### config.mk
export PLATFORM = sky130hd
export DESIGN_NAME = udma_evt_queue
export DESIGN_NICKNAME = d
export VERILOG_FILES = /design/src/rtl/udma_evt_pkg.sv /design/src/rtl/udma_evt_rr_arb.sv /design/src/rtl/udma_evt_queue.sv
export SDC_FILE = /design/constraint.sdc
export NUM_CORES = 1
export LEC_CHECK = 0
export BUFFER_PORTS_ARGS = -buffer_cell sky130_fd_sc_hd__buf_4
export CORE_MARGIN = 2
export CORE_UTILIZATION = 40
export CTS_CLUSTER_DIAMETER = 120
export DETAILED_ROUTE_END_ITERATION = 10
export HOLD_SLACK_MARGIN = 0.06
export PLACE_DENSITY = 0.56
export SKIP_CTS_REPAIR_TIMING = 1
export SYNTH_ARGS = -nofsm -noshare
export SYNTH_HDL_FRONTEND = slang
export SYNTH_SLANG_ARGS = --single-unit
### constraint.sdc
create_clock -name clk_i -period 10.8 [get_ports clk_i]
set_input_delay 0 -clock clk_i [delete_from_list [all_inputs] [get_ports clk_i]]
set_output_delay 0 -clock clk_i [all_outputs]
set_load 0.005 [all_outputs]
### src/rtl/udma_evt_pkg.sv
// udma_evt_pkg: shared widths and types for the uDMA event queue.
//   EVT_ID_W   - width of an event ID pushed into the output FIFO
//   LOST_CNT_W - width of the saturating dropped-event counter
package udma_evt_pkg;
  localparam int EVT_ID_W   = 8;
  localparam int LOST_CNT_W = 8;
  typedef logic [EVT_ID_W-1:0] evt_id_t;
  typedef logic [LOST_CNT_W-1:0] lost_cnt_t;
endpackage

### src/rtl/udma_evt_rr_arb.sv
// udma_evt_rr_arb: N-input round-robin arbiter with one-hot grant.
//   clk_i, rstn_i - clock, async active-low reset
//   clr_i         - synchronous return of priority to index 0
//   req           - request vector (one bit per source)
//   gnt_en        - grant permitted this cycle
//   gnt           - one-hot grant, zero when nothing granted
//   gnt_vld       - a grant is issued this cycle
//   gnt_idx       - index of the granted source
module udma_evt_rr_arb #(
  parameter int N  = 32,
  parameter int IW = (N > 1) ? $clog2(N) : 1
) (
  input  logic          clk_i,
  input  logic          rstn_i,
  input  logic          clr_i,
  input  logic [N-1:0]  req,
  input  logic          gnt_en,
  output logic [N-1:0]  gnt,
  output logic          gnt_vld,
  output logic [IW-1:0] gnt_idx
);
  logic [IW-1:0] ptr;
  logic [IW-1:0] idx;
  logic          any;
  int            j;

  // Scan from the current priority index upward, wrapping; first requester wins.
  always_comb begin
    any     = 1'b0;
    gnt_idx = '0;
    idx     = '0;
    j       = 0;
    for (int i = 0; i < N; i++) begin
      j = int'(ptr) + i;
      if (j >= N) j = j - N;
      idx = IW'(j);
      if (!any && req[idx]) begin
        any     = 1'b1;
        gnt_idx = idx;
      end
    end
    gnt_vld = gnt_en & any;
    gnt     = gnt_vld ? (N'(1) << gnt_idx) : '0;
  end

  always_ff @(posedge clk_i or negedge rstn_i) begin
    if (!rstn_i)      ptr <= '0;
    else if (clr_i)   ptr <= '0;
    else if (gnt_vld) ptr <= (gnt_idx == IW'(N - 1)) ? '0 : gnt_idx + 1'b1;
  end
endmodule

### src/rtl/udma_evt_queue.sv
// udma_evt_queue: collects per-source event pulses into pending bits and
// queues their IDs, round-robin, into a small FIFO for a single consumer.
//   clk_i, rstn_i  - clock, async active-low reset
//   clr_i          - synchronous flush of pending bits, FIFO, priority, lost count
//   evt_i          - one-cycle event pulses, one bit per source
//   event_valid_o  - FIFO head valid
//   event_data_o   - event ID at FIFO head (0 when empty)
//   event_ready_i  - consumer accepts head
//   lost_o         - pulse one cycle after any cycle that dropped an event
//   lost_cnt_o     - saturating count of cycles that dropped events
module udma_evt_queue
  import udma_evt_pkg::*;
#(
  parameter int N_EVT     = 32,
  parameter int DEPTH     = 4,
  parameter int ID_OFFSET = 0
) (
  input  logic                  clk_i,
  input  logic                  rstn_i,
  input  logic                  clr_i,
  input  logic [N_EVT-1:0]      evt_i,
  output logic                  event_valid_o,
  output logic [EVT_ID_W-1:0]   event_data_o,
  input  logic                  event_ready_i,
  output logic                  lost_o,
  output logic [LOST_CNT_W-1:0] lost_cnt_o
);
  localparam int AW = $clog2(DEPTH);
  localparam int IW = (N_EVT > 1) ? $clog2(N_EVT) : 1;

  logic [N_EVT-1:0] pending, gnt, drop;
  logic             gnt_vld, gnt_en;
  logic [IW-1:0]    gnt_idx;
  evt_id_t          mem [DEPTH];
  logic [AW:0]      wptr, rptr;
  logic             empty, full, push, pop;

  assign empty = wptr == rptr;
  assign full  = (wptr[AW] != rptr[AW]) && (wptr[AW-1:0] == rptr[AW-1:0]);
  assign pop   = ~empty & event_ready_i & ~clr_i;
  // A full FIFO still accepts a push on the cycle its head is popped.
  assign gnt_en = ~clr_i & (~full | pop);
  assign push   = gnt_vld;
  // An event arriving on an already-pending source is lost unless that
  // source is being granted, in which case the new event re-arms pending.
  assign drop   = evt_i & pending & ~gnt;

  assign event_valid_o = ~empty;
  assign event_data_o  = empty ? '0 : mem[rptr[AW-1:0]];

  udma_evt_rr_arb #(.N(N_EVT), .IW(IW)) u_arb (
    .clk_i   (clk_i),
    .rstn_i  (rstn_i),
    .clr_i   (clr_i),
    .req     (pending),
    .gnt_en  (gnt_en),
    .gnt     (gnt),
    .gnt_vld (gnt_vld),
    .gnt_idx (gnt_idx)
  );

  always_ff @(posedge clk_i or negedge rstn_i) begin
    if (!rstn_i) begin
      pending    <= '0;
      wptr       <= '0;
      rptr       <= '0;
      lost_o     <= 1'b0;
      lost_cnt_o <= '0;
    end else if (clr_i) begin
      pending    <= '0;
      wptr       <= '0;
      rptr       <= '0;
      lost_o     <= 1'b0;
      lost_cnt_o <= '0;
    end else begin
      pending <= (pending & ~gnt) | evt_i;
      if (push) wptr <= wptr + 1'b1;
      if (pop)  rptr <= rptr + 1'b1;
      lost_o <= |drop;
      if (|drop && lost_cnt_o != '1) lost_cnt_o <= lost_cnt_o + 1'b1;
    end
  end

  always_ff @(posedge clk_i) begin
    if (push) mem[wptr[AW-1:0]] <= evt_id_t'(32'(gnt_idx) + ID_OFFSET);
  end
endmodule
### After elaboration in Yosys (flattened, before gate mapping)

Memory sizes are Yosys's and may differ from the RTL's.
Index checks and enable logic that the tools add are counted.

* $add $sub $neg: 67
* magnitude comparators: 64
* equal/unequal tests: 5
* shift-type cells: 1
* mux-type cells: 175
* bitwise operators: 13
* reduce and logical (&&, ||, !) cells: 68

Operators with widths (count)
* $mux 5: 67
* $lt 5x6->1 const B: 32
* $ge 6x6->1 const B: 31
* $bmux 1 s5: 32
* $sub 5x1->5 const B: 32
* $add 5x5->6 const B: 16
* $and 32x32->32: 3
* $mux 1: 67
* $mux 32: 2
* $add 5x4->6 const B: 8
* $logic_and 1x1->1: 33
* $not 32->32: 1
* $or 32x32->32: 1
* $reduce_or 32->1: 1
* $shl 1x5->32 const A: 1
* $logic_not 1->1: 31
* $add 5x3->6 const B: 4
* $mux 8: 3
* $add 5x2->6 const B: 2
* $mux 3: 4
* $add 8x1->8 const B: 1
* $ne 8x8->1 const B: 1
* $add 3x1->3 const B: 2
* $add 5x1->6 const B: 1
* 10 further kinds: 17

* register bits: 52
* RAM bits: 20
* bits of input ports: 36
* output and inout bits: 18
* word-level logic and storage cells: 400
* memories: 1

Memories
* mem: depth 4, width 5, read ports 1, clocked after memory_dff 0, write ports 1, RTL line udma_evt_queue.sv:34 `evt_id_t mem [DEPTH];`

### Logic depth before layout (Yosys ltp)

* word-level depth: 106
* depth in mapped cells: 36
* gate-level depth less buffers: 28

### Modules after synthesis

Synthesis repeated with hierarchy kept, for this count alone.

* cell total of the unflattened synthesis: 1188
* area, all modules: 10627.7 sq um

By module, submodules not included
* udma_evt_rr_arb: times used 1, cells an instance 893, area each 7383.3 sq um, seq. area each 125.1 sq um
* udma_evt_queue: times used 1, cells an instance 295, area each 3244.4 sq um, seq. area each 1776.7 sq um

### Least setup slack after synthesis

Ideal clock, no wire load.

* path kind: reg-to-reg
* start point: reg u_arb.ptr[2]
* end point: reg lost_cnt_o[1]
* library setup time: 132 ps
* data arrival time: 7606 ps
* setup slack: 3062 ps
* cell stages (with the launch flop): 35
* buffers on the path: 6
* clock period less this slack: 7738 ps
* cells stage by stage: dfrtp_1 > buf_2 > buf_1 > inv_1 > clkbuf_1 > clkbuf_1 > ha_1 > buf_1 > mux2_2 > mux4_2 > o2bb2ai_1 > a311oi_2 > o211ai_2 > or4_1 > nor3_1 > and2_1 > nand3_1 > o41ai_1 > a2111oi_0 > o211ai_1 > o22a_1 > a21oi_1 > inv_1 > ha_1 > ha_1 > and2_1 > nand3_1 > o31ai_1 > a22oi_1 > a2111o_1 > or4_4 > o22ai_2 > buf_6 > mux2i_1 > nor2_1

* cells in the longest elaborated chain, start to end: 105
* elaborated cells between the ends (all ways): 325

Ends and longest elaborated chain
* from (decl): RTL line udma_evt_rr_arb.sv:22 `logic [IW-1:0] ptr;`
* from (signal assigned): RTL line udma_evt_rr_arb.sv:49 `else if (gnt_vld) ptr <= (gnt_idx == IW'(N - 1)) ? '0 : gnt_idx + 1'b1;`
* branches (longest 97 deep; another with $add 5x1->6)
* $mux 5 *: RTL line udma_evt_rr_arb.sv:37 `if (!any && req[idx]) begin`
* net gnt_idx[1]: RTL line udma_evt_queue.sv:33 `logic [IW-1:0] gnt_idx;`
* $shl 1x5->32 *: RTL line udma_evt_rr_arb.sv:43 `gnt = gnt_vld ? (N'(1) << gnt_idx) : '0;`
* $mux 32 *: RTL line udma_evt_rr_arb.sv:43
* $not 32->32 *: RTL line udma_evt_queue.sv:46 `assign drop = evt_i & pending & ~gnt;`
* $and 32x32->32 *: RTL line udma_evt_queue.sv:46
* $reduce_or 32->1 *: RTL line udma_evt_queue.sv:80 `if (|drop && lost_cnt_o != '1) lost_cnt_o <= lost_cnt_o + 1'b1;`
* $logic_and 1x1->1 *: RTL line udma_evt_queue.sv:80
* $reduce_bool 2->1 (no line) *
* to (signal assigned): RTL line udma_evt_queue.sv:80
* to (decl): RTL line udma_evt_queue.sv:26 `output logic [LOST_CNT_W-1:0] lost_cnt_o`

Mark *: on every way through the listed nets, which the timed path passes. The select of a mux whose other input is x is not followed.
A chain may end at the register's enable or synchronous reset.

### Final worst setup path

Same ends and word-level chain as after synthesis.

==> out/summary.txt <==
Highest clock frequency the design can meet: 0.109 GHz
CTS Sinks: 72
Global-route layer with the greatest usage: met2
Fraction of post-synthesis cell area in the top cell type by area: 17.3%
Global route total overflow: 0
Slew at the pin with the worst max-slew slack: 1.14 ns
Kind of critical path: flop to flop
Cell area after technology mapping: 11600 um2
Number of nets in the layout: 1393
Multiplexer area fraction after synthesis: 31.8%
Clock tree from TritonCTS: done
Tmin final: 9.20 ns
Met3 capacity usage during global routing: 6.50%
Max-slew violation count: 0
Clock tree root driver cell: clkbuf_16
Critical path required time: 11.00 ns
Leading cell type in the layout, fill and taps excluded: nand2_1
Total routing resource utilization after global routing: 32.1%
Global placer's final weighted congestion: 1.07
Ratio of routed vias to standard cells: 6.99
DRT Pass-1 Iters: 5
End point of the most critical hold path: lost_cnt_o[1]$_DFFE_PN0P_
Per-instance average area after synthesis: 8.77 um2
Post-Syn Instances: 1323
Die ar.: 30400 um2
First-pass GRT wire length: 73300 um
Clock Skew: 0.00434 ns
Parity-gate share of the synthesized area counting xor and xnor cells: 2.95%
Total of buffers placed on input and output ports: 50
Post-synthesis adder-cell area fraction: 2.59%
Total setup violations reported at the end of the flow: 0
Hold Path Class: input pin to flop
Sort of element at the end of the critical path: flop
Die X-Extent: 174 um
Crit start category: flop
Number of buffers created by CTS: 9
Headroom to the max-slew limit: 24.1%
Layout area overhead: 9.74%
Number of enable flip-flop cells after synthesis: 20
Flip-flop and latch count after synthesis: 72
Count of unique library cells instantiated by Yosys: 99
Compound-gate portion of the synthesized area: 20.1%
Floorplan Core Area: 28600 um2
Io pins: 54
Most frequent cells in the layout: nand2_1, nor2_1, mux2i_1, a21oi_1, mux4_2
Pin count of the biggest net entering global routing: 67
Post-detail-place hpwl: 37900 um
Max clock buf depth: 2
Min-delay src: clr_i
Number of hold-slack violations in the final timing report: 0
Initial cell density of the core: 40.5%
Worst hold stages: 2
Proportion of synthesized chip area in sequential cells: 16.4%
Tcrit/Tclk final: 85.2%
Number of violations of the max-capacitance limit: 0
Initial antenna violation count: 1
Top_reg_cell synth: dfrtp_1
Total number of H-tree levels: 3
Cell count of the worst reg-to-reg path: 27
Reg2reg end: lost_cnt_o[1]$_DFFE_PN0P_
Top cell type by total area after synthesis: mux4_2
Routed WL: 49900 um
Count of vias placed by the detailed router: 12040
Arrival time of data at the critical path endpoint: 9.41 ns
Run status: completed
Clock insertion delay at the later pin of the skew report: 0.34 ns
Row cnt: 62
Clock transition at the registers of the reported paths: 0.06 ns
Routing usage on met1: 41.7%
Number of warning messages in the yosys log: 0
Remaining design rule violation count: 0
Sum Neg Setup Slack: 0 ns
Startpoint of the worst register-to-register path: u_arb.ptr[2]$_DFFE_PN0P_
Cells taking the most area after synthesis: mux4_2, dfrtp_1, mux2i_1
Diode insertion count for antenna repair: 0
Fraction of registers with async set or reset after synthesis: 72.2%
Max FO, Critical Path: 17
Met2 Usage GRT: 50.0%
DRT antenna net count: 0
Average wire length per cell after detail routing: 29.0 um
Number of global-route vias before repair: 11201
Largest family of logic cells by synthesized area: multiplexers
DRC violation total after the first TritonRoute iteration: 1641
Die boundary height: 174 um
Simple-Gate Fraction of Synth Area: 19.7%
Register-to-Register Setup Slack: 1.60 ns
Fraction of final layout cells with drive strength greater than 1: 21.0%
Unrepaired setup endpoints after global routing: no
==> registers in the layout, indices dropped and copies added (netlist names) <==
register / count
wptr: 3
pending: 32
lost_cnt_o: 8
mem: 20
rptr: 3
lost_o: 1
u_arb.ptr: 5
==> layout make-up <==
class,instances,area (um2)
clock buffer,10,239
clock inverter,6,50.0
fill,2805,15900
inverter,40,150
multi-input combinational,1100,8990
sequential,72,1910
tap,384,480
timing repair buffer,110,911
==> layer usage <==
metal / wire, um / share of wire, %
met4: 3290 / 6.6
met1: 19100 / 38
met3: 5300 / 11
met2: 22200 / 44
met5: 13 / 0.026
==> through the flow <==
stage	setup WS, ns	instance area, um2	instances	hold slack (ns)	utilization [%]
3_5_place_dp	1.92	12100	1672	0.0844	42.3
6_report	1.60	12700	1722	0.151	44.5
3_3_place_gp	1.88	12100	1672	0.0838	42.3
5_1_grt	1.26	12700	1722	0.165	44.5
2_1_floorplan	3.06	11600	1325	-0.296	-
4_1_cts	1.89	12400	1688	-0.274	43.3
==> kinds of logic after synthesis <==
logic type | count (synthesis)
flip-flops | 72
adder cells (fa/ha/maj) | 24
XOR/XNOR | 39
buffers and inverters | 153
AND/OR/NAND/NOR | 443
other | 1
multiplexers | 248
AO/OA/AOI/OAI | 343
==> critical path, cell delays in order (launching register included) <==
cell and delay, ns:
dfrtp_1 0.78, inv_1 0.54, ha_1 0.78, mux2_2 0.41, mux4_2 0.49, o2bb2ai_1 0.26, a311oi_2 0.42, o211ai_2 0.30
or4_1 0.65, nor3_1 0.29, and2_1 0.23, nand3_1 0.10, o41ai_1 0.13, a2111oi_0 0.12, o211ai_1 0.18, o22a_1 0.20
a21oi_1 0.10, inv_1 0.24, ha_1 0.19, nand2_1 0.06, nor3_1 0.68, o211ai_1 0.23, a32oi_1 0.23, nand4_1 0.14
or4_4 0.58, o22ai_2 0.44, mux2i_1 0.25, nor2_1 0.05
==> Yosys cell counts (10+ instances only) <==
library cell and count:
nand2_1 115, nor2_1 114, mux2i_1 93, a21oi_1 91, mux4_2 89, clkbuf_1 62
mux2_2 56, nand3_1 54, dfrtp_1 52, o21ai_0 51, inv_1 34, xnor2_1 29
ha_1 24, nor3_1 23, o211ai_1 23, edfxtp_1 20, or3_1 20, and2_1 19
o31ai_1 17, buf_2 16, buf_6 16, nand4_1 16, o22ai_1 15, a211oi_1 12
a31oi_1 12, buf_1 11, nor4_1 11, or4_1 10, xor2_1 10
==> worst max-delay path by stage <==
stage	cells past startpoint	end	slack, ns	start
2_1_floorplan	34	lost_cnt_o[1]$_DFFE_PN0P_	3.06	u_arb.ptr[2]$_DFFE_PN0P_
3_3_place_gp	28	lost_cnt_o[1]$_DFFE_PN0P_	1.88	u_arb.ptr[2]$_DFFE_PN0P_
3_5_place_dp	27	lost_cnt_o[1]$_DFFE_PN0P_	1.92	u_arb.ptr[2]$_DFFE_PN0P_
4_1_cts	27	lost_cnt_o[1]$_DFFE_PN0P_	1.89	u_arb.ptr[2]$_DFFE_PN0P_
5_1_grt	27	lost_cnt_o[1]$_DFFE_PN0P_	1.26	u_arb.ptr[1]$_DFFE_PN0P_
6_report	27	lost_cnt_o[1]$_DFFE_PN0P_	1.60	u_arb.ptr[2]$_DFFE_PN0P_
Power is not shown: default switching activity piles up to over one toggle a cycle in this logic, so the estimate is an artifact.
